--- config.mk ---
export PLATFORM = sky130hd
export DESIGN_NAME = mult_div_unit_flat
export DESIGN_NICKNAME = d
export VERILOG_FILES = /design/src/rtl/mult_div_unit_if.sv /design/src/rtl/mult_div_unit.sv /design/src/flat_wrapper.sv
export SDC_FILE = /design/constraint.sdc
export NUM_CORES = 1
export LEC_CHECK = 0
export CORE_MARGIN = 1.5
export CORE_UTILIZATION = 55
export CTS_CLUSTER_SIZE = 12
export DETAILED_ROUTE_END_ITERATION = 6
export PLACE_DENSITY_LB_ADDON = 0.3
export SKIP_CTS_REPAIR_TIMING = 1
export SLEW_MARGIN = 20
export SYNTH_ARGS = -nofsm -noshare
export SYNTH_HDL_FRONTEND = slang
export SYNTH_SLANG_ARGS = --single-unit
export TNS_END_PERCENT = 10
--- constraint.sdc ---
create_clock -name clk -period 8.3 [get_ports clk]
set_input_delay 1.245 -clock clk [delete_from_list [all_inputs] [get_ports clk]]
set_output_delay 1.245 -clock clk [all_outputs]
set_load 0.005 [all_outputs]
--- src/rtl/mult_div_unit_if.sv ---
// Handshake/data bundle between the execute stage and the multiply/divide unit.
// The pipeline side is the master; the unit itself is the slave.
interface mult_div_unit_if #(
  parameter int WIDTH = 32
);
  logic             start;
  logic [1:0]       op;
  logic [WIDTH-1:0] A;
  logic [WIDTH-1:0] B;
  logic             flush;
  logic             wr_hi;
  logic             wr_lo;
  logic [WIDTH-1:0] wdata;
  logic             busy;
  logic             done;
  logic [WIDTH-1:0] hi;
  logic [WIDTH-1:0] lo;

  modport master (
    output start, op, A, B, flush, wr_hi, wr_lo, wdata,
    input  busy, done, hi, lo
  );

  modport slave (
    input  start, op, A, B, flush, wr_hi, wr_lo, wdata,
    output busy, done, hi, lo
  );
endinterface

--- src/rtl/mult_div_unit.sv ---
// Iterative MIPS multiply/divide unit owning HI/LO: one shift/add (multiply)
// or restoring-subtract (divide) step per cycle over a shared 2*WIDTH register.
module mult_div_unit #(
  parameter int WIDTH = 32
) (
  input  logic                  clk,
  input  logic                  reset,
  mult_div_unit_if.slave        bus
);
  localparam int CW = (WIDTH > 1) ? $clog2(WIDTH) : 1;

  typedef enum logic [1:0] {IDLE, CALC, FINISH} state_e;

  state_e             state_q;
  logic [CW-1:0]      count_q;
  logic [2*WIDTH-1:0] prod_q;
  logic [WIDTH-1:0]   opnd_q;
  logic               is_div_q;
  logic               neg_q;
  logic               rem_neg_q;
  logic               zero_q;
  logic [WIDTH-1:0]   hi_q;
  logic [WIDTH-1:0]   lo_q;
  logic               busy_q;
  logic               done_q;

  logic               signed_op;
  logic [WIDTH-1:0]   abs_a;
  logic [WIDTH-1:0]   abs_b;
  logic [WIDTH:0]     mul_sum_d;
  logic [2*WIDTH-1:0] mul_next_d;
  logic [WIDTH:0]     div_diff_d;
  logic [2*WIDTH-1:0] div_next_d;
  logic [2*WIDTH-1:0] prod_neg;
  logic [WIDTH-1:0]   quo;
  logic [WIDTH-1:0]   rem;
  logic [WIDTH-1:0]   res_hi_d;
  logic [WIDTH-1:0]   res_lo_d;

  always_comb begin
    signed_op = ~bus.op[0];
    abs_a     = (signed_op && bus.A[WIDTH-1]) ? -bus.A : bus.A;
    abs_b     = (signed_op && bus.B[WIDTH-1]) ? -bus.B : bus.B;

    // Multiply: add multiplicand into the upper half when the LSB is set, then shift right.
    mul_sum_d  = {1'b0, prod_q[2*WIDTH-1:WIDTH]} + {1'b0, (prod_q[0] ? opnd_q : '0)};
    mul_next_d = {mul_sum_d, prod_q[WIDTH-1:1]};

    // Divide: upper half is the partial remainder, lower half shifts dividend out / quotient in.
    div_diff_d = prod_q[2*WIDTH-1:WIDTH-1] - {1'b0, opnd_q};
    div_next_d = div_diff_d[WIDTH] ? {prod_q[2*WIDTH-2:0], 1'b0}
                                   : {div_diff_d[WIDTH-1:0], prod_q[WIDTH-2:0], 1'b1};

    prod_neg = -prod_q;
    quo      = prod_q[WIDTH-1:0];
    rem      = prod_q[2*WIDTH-1:WIDTH];
    res_hi_d = neg_q ? prod_neg[2*WIDTH-1:WIDTH] : prod_q[2*WIDTH-1:WIDTH];
    res_lo_d = neg_q ? prod_neg[WIDTH-1:0] : prod_q[WIDTH-1:0];
    if (is_div_q) begin
      res_hi_d = rem_neg_q ? -rem : rem;
      res_lo_d = zero_q ? '1 : (neg_q ? -quo : quo);
    end
  end

  always_ff @(posedge clk) begin
    if (reset) begin
      state_q   <= IDLE;
      count_q   <= '0;
      prod_q    <= '0;
      opnd_q    <= '0;
      is_div_q  <= 1'b0;
      neg_q     <= 1'b0;
      rem_neg_q <= 1'b0;
      zero_q    <= 1'b0;
      hi_q      <= '0;
      lo_q      <= '0;
      busy_q    <= 1'b0;
      done_q    <= 1'b0;
    end else begin
      done_q <= 1'b0;
      if (bus.wr_hi) hi_q <= bus.wdata;
      if (bus.wr_lo) lo_q <= bus.wdata;
      case (state_q)
        IDLE: begin
          if (bus.start && !bus.flush) begin
            is_div_q  <= bus.op[1];
            neg_q     <= signed_op && (bus.A[WIDTH-1] ^ bus.B[WIDTH-1]);
            rem_neg_q <= signed_op && bus.A[WIDTH-1];
            zero_q    <= (bus.B == '0);
            prod_q    <= {{WIDTH{1'b0}}, (bus.op[1] ? abs_a : abs_b)};
            opnd_q    <= bus.op[1] ? abs_b : abs_a;
            count_q   <= CW'(WIDTH - 1);
            busy_q    <= 1'b1;
            state_q   <= CALC;
          end
        end
        CALC: begin
          if (bus.flush) begin
            busy_q  <= 1'b0;
            state_q <= IDLE;
          end else begin
            prod_q <= is_div_q ? div_next_d : mul_next_d;
            if (count_q == '0) begin
              state_q <= FINISH;
            end else begin
              count_q <= count_q - 1'b1;
            end
          end
        end
        FINISH: begin
          busy_q  <= 1'b0;
          state_q <= IDLE;
          // The commit overrides any MTHI/MTLO landing on the same edge.
          if (!bus.flush) begin
            hi_q   <= res_hi_d;
            lo_q   <= res_lo_d;
            done_q <= 1'b1;
          end
        end
        default: begin
          busy_q  <= 1'b0;
          state_q <= IDLE;
        end
      endcase
    end
  end

  assign bus.busy = busy_q;
  assign bus.done = done_q;
  assign bus.hi   = hi_q;
  assign bus.lo   = lo_q;
endmodule

--- src/flat_wrapper.sv ---
// flat-port wrapper written by rule: the top's interface ports become plain ports
module mult_div_unit_flat 
#(
  parameter int WIDTH = 32
)
  (clk, reset, bus_start, bus_op, bus_A, bus_B, bus_flush, bus_wr_hi, bus_wr_lo, bus_wdata, bus_busy, bus_done, bus_hi, bus_lo);
  mult_div_unit_if #(.WIDTH(WIDTH)) bus_i ();
  input  logic clk;
  input  logic reset;
  input wire logic [$bits(bus_i.start)-1:0] bus_start;
  input wire logic [$bits(bus_i.op)-1:0] bus_op;
  input wire logic [$bits(bus_i.A)-1:0] bus_A;
  input wire logic [$bits(bus_i.B)-1:0] bus_B;
  input wire logic [$bits(bus_i.flush)-1:0] bus_flush;
  input wire logic [$bits(bus_i.wr_hi)-1:0] bus_wr_hi;
  input wire logic [$bits(bus_i.wr_lo)-1:0] bus_wr_lo;
  input wire logic [$bits(bus_i.wdata)-1:0] bus_wdata;
  output wire logic [$bits(bus_i.busy)-1:0] bus_busy;
  output wire logic [$bits(bus_i.done)-1:0] bus_done;
  output wire logic [$bits(bus_i.hi)-1:0] bus_hi;
  output wire logic [$bits(bus_i.lo)-1:0] bus_lo;
  assign bus_i.start = bus_start;
  assign bus_i.op = bus_op;
  assign bus_i.A = bus_A;
  assign bus_i.B = bus_B;
  assign bus_i.flush = bus_flush;
  assign bus_i.wr_hi = bus_wr_hi;
  assign bus_i.wr_lo = bus_wr_lo;
  assign bus_i.wdata = bus_wdata;
  assign bus_busy = bus_i.busy;
  assign bus_done = bus_i.done;
  assign bus_hi = bus_i.hi;
  assign bus_lo = bus_i.lo;
  mult_div_unit #(.WIDTH(WIDTH)) u_core (.clk(clk), .reset(reset), .bus(bus_i));
endmodule
---- Yosys cells after proc, flatten, opt, wreduce, memory -nomap -nowiden ----
Cells that the tools add are included.
word-level totals
  register bits ........................... 173
  input port bits ......................... 104
  output and inout port bits .............. 66
cells by class
  add/sub/neg operators ................... 8
  eq/ne operators ......................... 7
  multiplexer cells ....................... 35
  bitwise gates (word level) .............. 3
  reduce and logical (&&, ||, !) cells .... 15
operator list
  operator                                               count
  2-to-1 mux 32 bit                                      18
  2-to-1 mux 64 bit                                      4
  negator 32 bit                                         4
  case mux 64 bit (2 select lines)                       1
  negator 64 bit                                         1
  adder 32 x 32 -> 33 bit                                1
  subtractor 33 x 32 -> 33 bit                           1
  logical NOT 32 bit                                     1
  2-to-1 mux 5 bit                                       3
  case mux 5 bit (2 select lines)                        1
  2-to-1 mux 2 bit                                       3
  inequality test 2 bit, second input constant           3
  AND reduction 2 bit                                    3
  logical NOT 5 bit                                      1
  subtractor 5 x 1 -> 5 bit, second input constant       1
  logical AND 1 bit                                      4
  case mux 2 bit (2 select lines)                        1
  AND reduction 4 bit                                    1
  2-to-1 mux 1 bit                                       3
  inequality test 3 x 2 -> 1 bit, second input constant  1
  AND reduction 3 bit                                    1
  == test 2 x 1 -> 1 bit, second input constant          1
  == test 2 bit, second input constant                   1
  logical NOT 2 bit                                      1
  other kinds (7)                                        8

---- Depth between registers and ports, before layout ----
Gate-level depths: netlist (run 1).
  depth in word-level cells ............... 6
  mapped depth ............................ 15

---- Worst setup path before layout (run 1) ----
No wires, ideal clock.
  path type ............................... input port to flip-flop
  from .................................... input bus_A[7]
  to ...................................... register u_core.opnd_q[29]
  setup time .............................. 0.065 ns
  arrival time ............................ 3.457 ns
  data required time ...................... 8.235 ns
  setup slack ............................. 4.777 ns
  stages .................................. 10
  buffers on the path ..................... 0
  path through ............................ or4_1 nor4_1 and2_1 nand2_1 o31ai_1 xor2_1 and2_1 a211oi_1 a21oi_1 nor2_1
on the way
  cells in the longest elaborated chain, start to end .. 3
RTL lines
  item                  RTL line             source
  start, declared       flat_wrapper.sv:12   input wire logic [$bits(bus_i.A)-1:0] bus_A;
  negator 32 bit        mult_div_unit.sv:42  abs_a = (signed_op && bus.A[WIDTH-1]) ? -bus.A : bus.A;
  2-to-1 mux 32 bit     mult_div_unit.sv:42
  2-to-1 mux 32 bit     mult_div_unit.sv:91  opnd_q <= bus.op[1] ? abs_b : abs_a;
  end signal, assigned  mult_div_unit.sv:91
  end, declared         mult_div_unit.sv:17  logic [WIDTH-1:0] opnd_q;
Every way passes these cells.
A chain may end at the register's enable or synchronous reset.

---- Final worst setup path (run 1) ----
  from .................................... register u_core.opnd_q[16]
  to ...................................... register u_core.prod_q[42]
on the way
  cells in the longest elaborated chain, start to end .. 5
RTL lines
  item                              RTL line              source
  subtractor 33 x 32 -> 33 bit      mult_div_unit.sv:50   div_diff_d = prod_q[2*WIDTH-1:WIDTH-1] - {1'b0, opnd_q};
  2-to-1 mux 64 bit                 mult_div_unit.sv:51   div_next_d = div_diff_d[WIDTH] ? {prod_q[2*WIDTH-2:0], 1'b0}
  2-to-1 mux 64 bit                 mult_div_unit.sv:102  prod_q <= is_div_q ? div_next_d : mul_next_d;
  2-to-1 mux 64 bit                 mult_div_unit.sv:98   if (bus.flush) begin
  case mux 64 bit (2 select lines)  mult_div_unit.sv:83   case (state_q)
  end signal, assigned              mult_div_unit.sv:90   prod_q <= {{WIDTH{1'b0}}, (bus.op[1] ? abs_a : abs_b)};
  end signal, assigned              mult_div_unit.sv:102
  end, declared                     mult_div_unit.sv:16   logic [2*WIDTH-1:0] prod_q;
Every way passes these cells. The select of a mux whose other input is x is not followed.

==> results of run 1 <==
-- routing by layer --
layer	part of all wire (%)	wire (um)	vias to the layer above	GRT usage [%]
met5	0	0	-	0
met4	4.0	1980	0	14.2
met3	9.7	4850	123	6.24
met2	44	22100	834	55.9
met1	42	21100	7264	47.5
li1	-	-	7221	-
-- synthesized netlist by cell type, types with 13 or more instances --
master      n
a21o_1     34
or3_1      23
o31ai_1    24
a211oi_1   79
nand4_1    18
nand3_1    22
a21oi_1   179
o211ai_1   19
clkbuf_1  102
nor4_1     20
nor3_1     42
o21ai_0   121
mux2i_1   105
a31oi_1    20
nor2_1    238
a221oi_1   34
nand2_1   145
xnor2_1    79
ha_1       70
dfxtp_1   173
nand2b_1   13
xor2_1     93
inv_1      76
o41ai_1    13
-- worst register-to-register path: stages, from the launching register on --
cell	delay [ns]
dfxtp_1	0.50
inv_1	0.17
ha_1	0.47
nand4_1	0.17
or3_1	0.38
nor3_1	0.43
a221oi_1	0.18
o211ai_1	0.26
or3_1	0.20
and2_1	0.42
buf_4	0.37
mux2_2	0.37
a21oi_1	0.14
o21ai_0	0.08
-- flip-flops by register name (all words and copies together) (netlist names), 2 cells and up --
name	flops
u_core.prod_q	64
u_core.state_q	2
u_core.bus.hi	32
u_core.opnd_q	32
u_core.bus.lo	32
u_core.count_q	5
-- cells in the final DEF (no fill, tap or decap), types with 22 or more instances in the layout --
cell type	n
nor2_1	236
nor3_1	41
a211oi_1	79
nand3_1	22
a21o_1	34
xor2_1	93
inv_1	76
xnor2_1	79
ha_1	70
a21oi_1	178
dfxtp_1	172
clkdlybuf4s50_1	165
nand2_1	145
or3_1	22
o31ai_1	24
a221oi_1	34
mux2i_1	105
o21ai_0	120
-- power by group through the flow --
stage | clock network, mW | logic [mW] | registers (mW)
after floorplan | 0 | 0.437 | 0.929
after global placement | 0 | 0.650 | 0.952
after detailed placement | 0 | 0.659 | 0.954
after CTS | 0.855 | 0.664 | 0.935
after global routing | 0.892 | 0.730 | 0.943
final | 0.858 | 0.678 | 0.938
-- path summary, 6_finish.rpt --
path / start / end / slack [ns]
worst max register to register: u_core.opnd_q[16] / u_core.prod_q[42] / 4.07
worst max-delay path: u_core.opnd_q[16] / u_core.prod_q[42] / 4.07
worst min-delay path: u_core.opnd_q[3] / u_core.opnd_q[3] / 0.46
worst min register to register: u_core.opnd_q[3] / u_core.opnd_q[3] / 0.46
-- final cells by class --
class / instances / area (um2)
Multi-Input combinational cell: 1566 / 10300
Fill cell: 2348 / 9200
Sequential cell: 173 / 3460
Timing Repair Buffer: 187 / 1810
Clock buffer: 17 / 425
Tap cell: 335 / 419
Inverter: 76 / 285
Clock inverter: 15 / 193
-- cells by family after synthesis --
kind of cell / after synthesis
AOI/OAI and AO/OA: 615
DFF: 173
and+or+nand+nor: 595
buffers and inverters: 209
muxes: 112
xor gates and xnor gates: 172
adders and majority gates: 72
==> impl_metrics.toml, run 1 <==
[power]
p_sw_mw = 0.874
pwr_density_cell_mw_per_mm2 = 146
p_clk_share_pct = 34.7
combPwrFrac_pct = 27.4
p_total_mw = 2.47
swShare_pct = 35.3
worst_ir_drop_vdd_v = 0.000130
p_int_mw = 1.60
leakagePower_nw = 6.84
seq_power_share_pct = 37.9

[setup_path]
critical_path_class = "reg2reg"
crit_fanout = 14
max_stage_delay_ns = 0.50
path_buf_inv = 2
end_kind = "flop"
startpoint_type = "flop"
reg2reg_depth = 13
crit_chain = "inv_1 -> ha_1 -> nand4_1 -> or3_1 -> nor3_1 -> a221oi_1 -> o211ai_1 -> or3_1 -> and2_1 -> buf_4 -> mux2_2 -> a21oi_1 -> o21ai_0"
crit_top_cell = "or3_1"
worst-path-stages = 13
crit_path_top_delay_cell = "dfxtp_1"
required_ns = 8.65
cp_top_family = "simple AND/OR/NAND/NOR gates"
cp.arrival_ns = 4.58

[logic_synthesis]
synthMuxAreaShare_pct = 7.70
synth_nets = 2124
synth_area_mm2 = 0.0147
yosysSeqAreaShare_pct = 23.6
synth_warnings = 0
synth_top_family_by_area = "compound AO/OA/AOI/OAI gates"
synth_area_leaders = "dfxtp_1 (24%), mux2i_1 (7.2%), a21oi_1 (6.1%)"
synth_fa_ha_area_share_pct = 6.24
async_flop_share_pct = 0
synth_cell_types = 80
synth_ff_type = "dfxtp_1"
synth_top_area_share_pct = 23.6
ys_ff_latch = 173
synth_xor_area_share_pct = 10.3
avgSynthCellArea_um2 = 7.53
synth_top_area_cell = "dfxtp_1"
yosys.area_share.simple_pct = 19.0
synth_compound_area_share_pct = 27.0
synth_cells = 1948
synth_edf_count = 0

[floorplan]
rows = 59
dieArea_mm2 = 0.0277
ios = 170
fp.dieH_um = 166
core_area_mm2 = 0.0261
die_w_um = 166
start_util_pct = 56.1

[placement]
io_buffers = 169
place.gp.congestion = 0.965
postPlaceCellArea_mm2 = 0.0163
hpwl_mm = 38.0
place_inst = 2337
pre_cts_slack_ns = 3.93

[clock_network]
cts_sinks = 173
cts_tree = "done"
clkSlewWorstSetupHoldPaths_ns = 0.09
htreeDepth = 4
clk_latency_ns = 0.46
cts-root-buf = "clkbuf_16"
cts_buffer_depth = 2
numCtsBuffers = 17

[route]
drc = 17
drt-vias-per-instance = 6.52
via_count = 15442
antenna_left = 0
dr.pass1.iters = 7
wl_per_cell_um = 21.1
wl_mm = 50.0
drtIter0Drc = 1754

[grt]
grt_start_max_net_pins = 100
antenna_found_initial = 1
grt_pass1_wl_mm = 77.7
grt.total_usage_pct = 35.2
grt_pass1_vias = 13914
grt.overflow.total = 0

[sta]
fin_skew_ns = 0.0265
min_period_over_period_pct = 51.0
fmax_mhz = 236
worst_pin_slew_ns = 1.09
hold_viol = 0
finalSetupViolCount = 0
finalMaxSlewViolations = 0
worst_slack_ns = 4.07
fin_setup_tns_ns = 0
timing.final.crit_period_ns = 4.23
hold_slack_ns = 0.460
slew_headroom_pct = 27.0
rsz0062_at_grt = "no"

[final_layout]
drive_gt1_share_pct = 4.72
fin_area_mm2 = 0.0169
fin_cells = 2369
fin_util_pct = 64.8
insertedDiodeCount = 0
area_delta_synth_final_pct = 15.4
num-nets-final = 2197

[worst_hold_path]
worstHoldPathCells = 2
hold_path.class = "reg2reg"

[outcome]
violations = "DRC"
status = "finished with violations"

[flow_run]
maxCapViolations = 0
Power figures use the tool's default switching activity.
==> run 2: changes to the inputs <==
Settings changed: CORE_UTILIZATION 55 to 52.
Clock period 8.3 ns to 3.8 ns, I/O delays scaled along.
==> run 2 against run 1 <==
- via count hardly changed
- cell area increased by 2.9%
- the run now ends clean
- maximum frequency up 20%
- combinational power grew 120%
- clock power grew 120%
- count of clock-buffer cells in the layout did not move
- sequential share of layout area decreased by 0.58 points
- power is 120% higher
==> impl_metrics.toml, run 2 (synthesis results as in run 1) <==
[grt]
grt_start_max_net_pins = 107
grt_pass1_wl_mm = 77.0
grt_pass1_vias = 14006
antenna_found_initial = 0
grt.overflow.total = 0
grt.total_usage_pct = 33.9

[clock_network]
cts_tree = "done"
clk_latency_ns = 0.45
cts_sinks = 173
numCtsBuffers = 17
htreeDepth = 4
cts-root-buf = "clkbuf_16"
cts_buffer_depth = 2
clkSlewWorstSetupHoldPaths_ns = 0.08

[sta]
worst_pin_slew_ns = 1.14
rsz0062_at_grt = "no"
fin_skew_ns = 0.0175
hold_viol = 0
fmax_mhz = 284
fin_setup_tns_ns = 0
hold_slack_ns = 0.462
timing.final.crit_period_ns = 3.52
worst_slack_ns = 0.277
slew_headroom_pct = 23.7
min_period_over_period_pct = 92.7
finalMaxSlewViolations = 0
finalSetupViolCount = 0

[flow_run]
maxCapViolations = 0

[final_layout]
largest_reg_flops = 64
area_delta_synth_final_pct = 18.8
drive_gt1_share_pct = 7.14
fin_area_mm2 = 0.0174
fin_util_pct = 62.7
insertedDiodeCount = 0
regMostFlops = "u_core.prod_q"
layout_common_cells = "nor2_1 (237), a21oi_1 (178), dfxtp_1 (172)"
final_common_cell = "nor2_1"
fin_cells = 2466
num-nets-final = 2251

[worst_hold_path]
hold_path.class = "reg2reg"

[floorplan]
ios = 170
die_w_um = 171
core_area_mm2 = 0.0278
fp.dieH_um = 171
start_util_pct = 52.8
dieArea_mm2 = 0.0292
rows = 61

[power]
p_int_mw = 3.48
combPwrFrac_pct = 28.1
swShare_pct = 35.6
p_sw_mw = 1.93
p_clk_share_pct = 34.4
pwr_density_cell_mw_per_mm2 = 310
leakagePower_nw = 7.13
p_total_mw = 5.41
seq_power_share_pct = 37.5
worst_ir_drop_vdd_v = 0.000241

[route]
antenna_left = 0
drtIter0Drc = 1681
wl_per_cell_um = 20.4
drt-vias-per-instance = 6.26
dr.pass1.iters = 6
drc = 0
wl_mm = 50.2
via_count = 15447

[setup_path]
crit_fanout = 32
startpoint_type = "flop"
required_ns = 4.12
critical_path_class = "reg2reg"
end_kind = "flop"
cp.arrival_ns = 3.85

[placement]
hpwl_mm = 38.7
place.gp.congestion = 0.965
pre_cts_slack_ns = 0.181
io_buffers = 169
place_inst = 2434
postPlaceCellArea_mm2 = 0.0168

[outcome]
status = "finished clean"
run 2: cell types whose count changed in the layout (fill, tap and decap cells not counted), moves of 2 or more:
cell        before  now
clkinvlp_4       2    0
buf_4           19   72
inv_6            2    4
inv_8            5    0
clkinv_8         4   10
run 2: final timing paths:
| kind | start | end | cells after the start | slack (ns) |
|---|---|---|---|---|
| max | u_core.prod_q[0] | u_core.prod_q[58] | 14 | 0.28 |
| min | u_core.opnd_q[4] | u_core.opnd_q[4] | 2 | 0.46 |
| max reg2reg | u_core.prod_q[0] | u_core.prod_q[58] | 14 | 0.28 |
| min reg2reg | u_core.opnd_q[4] | u_core.opnd_q[4] | 2 | 0.46 |
run 2: metal layers:
layer | wire (um) | vias up | track usage (%) | share of wire, %
li1 | - | 7345 | - | -
met1 | 21700 | 7234 | 45.9 | 43
met2 | 22000 | 768 | 53.4 | 44
met3 | 4570 | 100 | 5.94 | 9.1
met4 | 1910 | 0 | 13.3 | 3.8
met5 | 0 | - | 0 | 0
run 2: area by class of cell:
cell class / instances / area [um2]
sequential: 173 / 3460
multi-input combinational: 1566 / 10300
clock inverter: 15 / 214
timing repair buffer: 241 / 2230
clock buffer: 17 / 425
fill: 2500 / 10400
tap: 378 / 473
inverter: 76 / 285
run 2: power by group through the flow:
stage	registers, mW	clock network (mW)	logic [mW]
global placement	2.06	0	1.46
global route	2.04	1.92	1.64
detailed placement	2.07	0	1.48
CTS	2.02	1.85	1.49
finish	2.03	1.86	1.52
floorplan	2.03	0	0.955
run 2: critical path: stages (launching register included):
cell	delay (ns)
dfxtp_1	0.47
inv_1	0.13
buf_12	0.20
nor2_1	0.15
ha_1	0.31
a21o_1	0.20
a31oi_1	0.14
o21ai_0	0.14
o31ai_1	0.33
a21oi_1	0.15
a21o_1	0.30
a21o_1	0.26
a21boi_0	0.26
xor2_1	0.25
a211oi_1	0.10
